<file path="src/rtl/seq_frame_scheduler_pkg.sv">
// Shared encodings for the frame scheduler and its arbiter.
package seq_frame_scheduler_pkg;

  typedef enum logic [2:0] {
    IDLE,
    CLR,
    SHIFT,
    DRAIN,
    DONE
  } state_e;

  localparam int unsigned REQ0 = 0;
  localparam int unsigned REQ1 = 1;

endpackage

</file>
<file path="src/rtl/seq_rr_arbiter2.sv">
// Two-way round-robin arbiter; SEQ_SCHED_FIXED_PRIO_EN makes
// requester 0 the fixed winner and drops the pointer.
module seq_rr_arbiter2
  import seq_frame_scheduler_pkg::*;
(
  input  logic       clock,
  input  logic       reset,
  input  logic [1:0] req,
  input  logic       advance,
  input  logic [1:0] owner,
  output logic [1:0] win
);

`ifdef SEQ_SCHED_FIXED_PRIO_EN
  logic unused_arb;
  assign unused_arb = ^{clock, reset, advance, owner};

  always_comb begin
    win = '0;
    if (req[REQ0]) begin
      win[REQ0] = 1'b1;
    end else if (req[REQ1]) begin
      win[REQ1] = 1'b1;
    end
  end
`else
  logic ptr_q;
  logic ptr_d;

  // Pointer names the requester preferred on the next tie.
  always_comb begin
    ptr_d = ptr_q;
    if (advance) begin
      ptr_d = owner[REQ0];
    end
  end

  always_comb begin
    win = '0;
    if (req[REQ0] && (!req[REQ1] || !ptr_q)) begin
      win[REQ0] = 1'b1;
    end else if (req[REQ1]) begin
      win[REQ1] = 1'b1;
    end
  end

  always_ff @(posedge clock) begin
    if (reset) begin
      ptr_q <= 1'b0;
    end else begin
      ptr_q <= ptr_d;
    end
  end
`endif

endmodule

</file>
<file path="src/rtl/seq_frame_scheduler.sv">
// Shares one serial sequence detector between two frame requesters.
// SEQ_SCHED_FIXED_PRIO_EN selects fixed priority in the arbiter.
module seq_frame_scheduler
  import seq_frame_scheduler_pkg::*;
#(
  parameter  int FRAME_W = 8,
  localparam int HIT_W   = $clog2(FRAME_W + 1)
) (
  input  logic               clock,
  input  logic               reset,
  input  logic [1:0]         req,
  input  logic [FRAME_W-1:0] data0,
  input  logic [FRAME_W-1:0] data1,
  output logic [1:0]         gnt,
  output logic [1:0]         done,
  output logic [HIT_W-1:0]   hits,
  output logic               det_reset,
  output logic               det_a,
  output logic               det_ready,
  input  logic               det_w
);

  localparam int CNT_W = $clog2(FRAME_W);
  localparam logic [CNT_W-1:0] LAST = CNT_W'(FRAME_W - 1);

  state_e             state_q, state_d;
  logic [1:0]         gnt_q, gnt_d;
  logic [FRAME_W-1:0] sh_q, sh_d;
  logic [CNT_W-1:0]   cnt_q, cnt_d;
  logic [HIT_W-1:0]   hit_q, hit_d;
  logic [HIT_W-1:0]   hits_q, hits_d;
  logic [1:0]         win;
  logic               advance;

  seq_rr_arbiter2 u_arb (
    .clock   (clock),
    .reset   (reset),
    .req     (req),
    .advance (advance),
    .owner   (gnt_q),
    .win     (win)
  );

  always_comb begin
    state_d   = state_q;
    gnt_d     = gnt_q;
    sh_d      = sh_q;
    cnt_d     = cnt_q;
    hit_d     = hit_q;
    hits_d    = hits_q;
    advance   = 1'b0;
    done      = '0;
    det_a     = 1'b0;
    det_ready = 1'b0;
    det_reset = reset;
    unique case (state_q)
      IDLE: begin
        if (|req) begin
          gnt_d   = win;
          sh_d    = win[REQ1] ? data1 : data0;
          state_d = CLR;
        end
      end
      CLR: begin
        det_reset = 1'b1;
        hit_d     = '0;
        cnt_d     = '0;
        state_d   = SHIFT;
      end
      SHIFT: begin
        det_ready = 1'b1;
        det_a     = sh_q[0];
        sh_d      = sh_q >> 1;
        cnt_d     = cnt_q + 1'b1;
        // det_w in the first SHIFT cycle still reflects the clear
        if (cnt_q != '0) begin
          hit_d = hit_q + HIT_W'(det_w);
        end
        if (cnt_q == LAST) begin
          state_d = DRAIN;
        end
      end
      DRAIN: begin
        hit_d   = hit_q + HIT_W'(det_w);
        hits_d  = hit_d;
        state_d = DONE;
      end
      DONE: begin
        done    = gnt_q;
        advance = 1'b1;
        gnt_d   = '0;
        state_d = IDLE;
      end
      default: state_d = IDLE;
    endcase
  end

  always_ff @(posedge clock) begin
    if (reset) begin
      state_q <= IDLE;
      gnt_q   <= '0;
      sh_q    <= '0;
      cnt_q   <= '0;
      hit_q   <= '0;
      hits_q  <= '0;
    end else begin
      state_q <= state_d;
      gnt_q   <= gnt_d;
      sh_q    <= sh_d;
      cnt_q   <= cnt_d;
      hit_q   <= hit_d;
      hits_q  <= hits_d;
    end
  end

  assign gnt  = gnt_q;
  assign hits = hits_q;

endmodule

</file>
<file path="config.mk">
export PLATFORM = sky130hd
export DESIGN_NAME = seq_frame_scheduler
export DESIGN_NICKNAME = d
export VERILOG_FILES = /design/src/rtl/seq_frame_scheduler_pkg.sv /design/src/rtl/seq_rr_arbiter2.sv /design/src/rtl/seq_frame_scheduler.sv
export SDC_FILE = /design/constraint.sdc
export NUM_CORES = 1
export LEC_CHECK = 0
export BUFFER_PORTS_ARGS = -buffer_cell sky130_fd_sc_hd__buf_2
export CELL_PAD_IN_SITES_DETAIL_PLACEMENT = 0
export CELL_PAD_IN_SITES_GLOBAL_PLACEMENT = 1
export CORE_MARGIN = 2
export CORE_UTILIZATION = 40
export CTS_CLUSTER_DIAMETER = 50
export CTS_CLUSTER_SIZE = 12
export DETAILED_ROUTE_END_ITERATION = 16
export HOLD_SLACK_MARGIN = 0.12
export PLACE_DENSITY_LB_ADDON = 0.1
export RECOVER_POWER = 100
export REMOVE_ABC_BUFFERS = 1
export SLEW_MARGIN = 20
export SYNTH_ARGS = -nofsm -noshare
export SYNTH_HDL_FRONTEND = slang
export SYNTH_SLANG_ARGS = --single-unit
</file>
<file path="constraint.sdc">
create_clock -name clock -period 2.2 [get_ports clock]
set_clock_uncertainty 0.1 [all_clocks]
set_input_delay 0.44 -clock clock [delete_from_list [all_inputs] [get_ports clock]]
set_output_delay 0.44 -clock clock [all_outputs]
set_load 0.01 [all_outputs]
</file>
==> metrics <==
status=finished clean; Static Leakage=~0.65 nW; final setup TNS=0 ns; EDFF count, synth=0; Worst EP required=1.66 ns; adder-cell area share of the yosys netlist=4.92%; largest family of logic cells by synthesized area=simple AND/OR/NAND/NOR gates; via count=~1100; crit-path max FO=18; RSZ-0062 raised after global routing=no; CTS tree=yes; Unique masters post-synth=33; Max Slew Vio Count=0; initial antenna violation count=0; initial DRC count=48; final hold slack=0.278 ns; Synth async-reset ratio=0%; maxcap violations=0; fmax=0.502 GHz; CORE AREA=slightly above 0.003 mm^2; Synth warnings=0; I/O Pins=32; maximum vdd drop=~290 uV; relative slew slack=58.9%; CTS Buffer Depth=2; number of global-route vias before repair=around 1100; IO buf count=31; Mapped Area=about 0.0013 mm^2; Final Cycle Share=about nine tenths; PD cells=744 mW/mm^2; diodes inserted=0; Antenna Nets Post-Route=0; hold crit path type=input port to flop; DRC viols=0; Worst Tran Pin Value=approximately 0.6 ns; die area=0.00365 mm^2; CTS HTree Levels=1; std cell rows=20; Synth Instances=between 100 and 150; placed wire-length estimate=1970 um; min Tclk post-route=1.99 ns; CP startpoint kind=flop; area grow syn2layout=15.7%; Die W=about 60 um; worst skew pair latency=between 0.3 and 0.4 ns; WL final=between 2000 and 3000 um; routability cong.=around 0.72; sequential share of the synthesized area=between 30% and 40%; mux contribution to synthesized area=just over 7%; # clock sinks=25; Synth Area in XOR/XNOR=~1.4%; worst setup path class=flop to output port; Nets=203; largest net degree at the start of global routing=19; Vias per Instance=roughly 5.1; layout cells sized above 1=a little over a fifth; # setup viols final=0; WP data arrival=~1.5 ns; clock transition at the registers of the reported paths=~0.16 ns; grt ovf=0; Compound-Gate Fraction of Synth Area=between 20% and 30%; DR WL/cell=around 12 um; chip height=between 60 and 70 um; cts hold-fix bufs=0; TritonCTS Buffers=3; final hold vios=0; first-pass GRT wire length=between 4000 and 5000 um; Initial DRT Pass Iterations=3; synthesized-area fraction occupied by and/or/nand/nor cells=a little under a quarter; crit end category=output port; syn_area_per_cell=between 8 and 9 um^2; Initial Util=42.0%; Synth Register Bits=25; ys flop type=dfxtp_1; Root Driver=clkbuf_4; Total Routing Usage GR=16.7%
==> cells in the final DEF (no fill, tap or decap), types with 4 or more instances in the layout <==
cell	instances
a22oi_1	5
nand2_1	11
a2111oi_0	4
ha_1	5
nor3_1	6
nor2b_1	6
nand2b_1	4
a21oi_1	7
clkbuf_1	10
buf_2	21
nor2_1	24
a2bb2oi_1	4
mux2i_1	8
o21ai_0	6
dfxtp_1	22
==> kinds of logic after synthesis <==
kind of cell    Yosys count
simple gates             59
compound gates           35
flops                    25
buf+inv                  11
mux                       9
fa+ha+maj                 5
xor+xnor                  2
==> through the flow <==
stage          setup WS, ns  cell area, um^2  instances  utilization, %  total power, W
3_3_place_gp          0.461             1470        216            48.5        0.000897
6_report              0.208             1470        220            48.6         0.00110
4_1_cts             0.00632             1500        220            49.5         0.00112
2_1_floorplan         0.691             1240        139               -        0.000796
3_5_place_dp          0.412             1470        216            48.5        0.000904
5_1_grt              0.0732             1470        220            48.6         0.00118
==> repair_timing <==
item,CTS,global route
resized for setup,0,3
setup buffers,0,0
endpoints found under the setup margin,0,3
==> path summary, 6_finish.rpt <==
path / start / endpoint / slack, ns / cells after the start
setup / recovery: state_q[2] / det_ready / 0.21 / 4
setup reg to reg: u_arb.ptr_q / sh_q[0] / 0.59 / 3
hold reg to reg: gnt[0] / gnt[0] / 0.40 / 2
hold / removal: data1[7] / sh_q[7] / 0.28 / 3
==> cells in the mapped netlist (all sizes together), types with 3 or more instances <==
cell type / instances / share of area (%)
a2bb2oi: 4 / 2.8
dfxtp: 25 / 39
nor2: 25 / 7.6
a2111oi: 5 / 4.7
mux2i: 8 / 6.3
clkbuf: 5 / 1.5
a21oi: 7 / 2.8
o21ai: 7 / 3.6
nand2b: 4 / 2.0
a22oi: 5 / 3.0
nand2: 11 / 3.2
ha: 5 / 4.9
inv: 4 / 1.2
and3: 3 / 1.5
nor2b: 6 / 3.0
nor3: 6 / 2.4
==> cell type report <==
type                            count  area [um^2]
Fill cell                         319         1560
Sequential cell                    25          504
Multi-Input combinational cell    110          711
Tap cell                           44         55.1
Clock buffer                        3         22.5
Timing Repair Buffer               33          158
Clock inverter                      1         7.51
Inverter                            4         15.0
==> registers in the layout, summed over array words and instances (netlist names) <==
register	flops
u_arb.ptr_q	1
sh_q	8
gnt	2
state_q	3
cnt_q	3
hits	4
hit_q	4
==> worst max-delay path, stage by stage (launching register included) <==
cell and delay, ns:
dfxtp_2 0.45, nor2_2 0.17, nand2_1 0.18, inv_1 0.17, clkbuf_1 0.16
==> routing by layer <==
layer	wire length, um	GRT usage, %	vias to the layer above
met3	71	2.56	2
met5	0	0	-
li1	-	-	580
met4	21	5.71	0
met2	1230	27.3	18
met1	1300	22.5	511
==> report_power, final <==
group | internal, W | total (W) | switching (W)
combinational | 0.000141 | 0.000300 | 0.000160
clock | 0.0000694 | 0.000219 | 0.000150
sequential | 0.000513 | 0.000576 | 0.0000631
No activity file was read; power rests on OpenSTA's default activity.
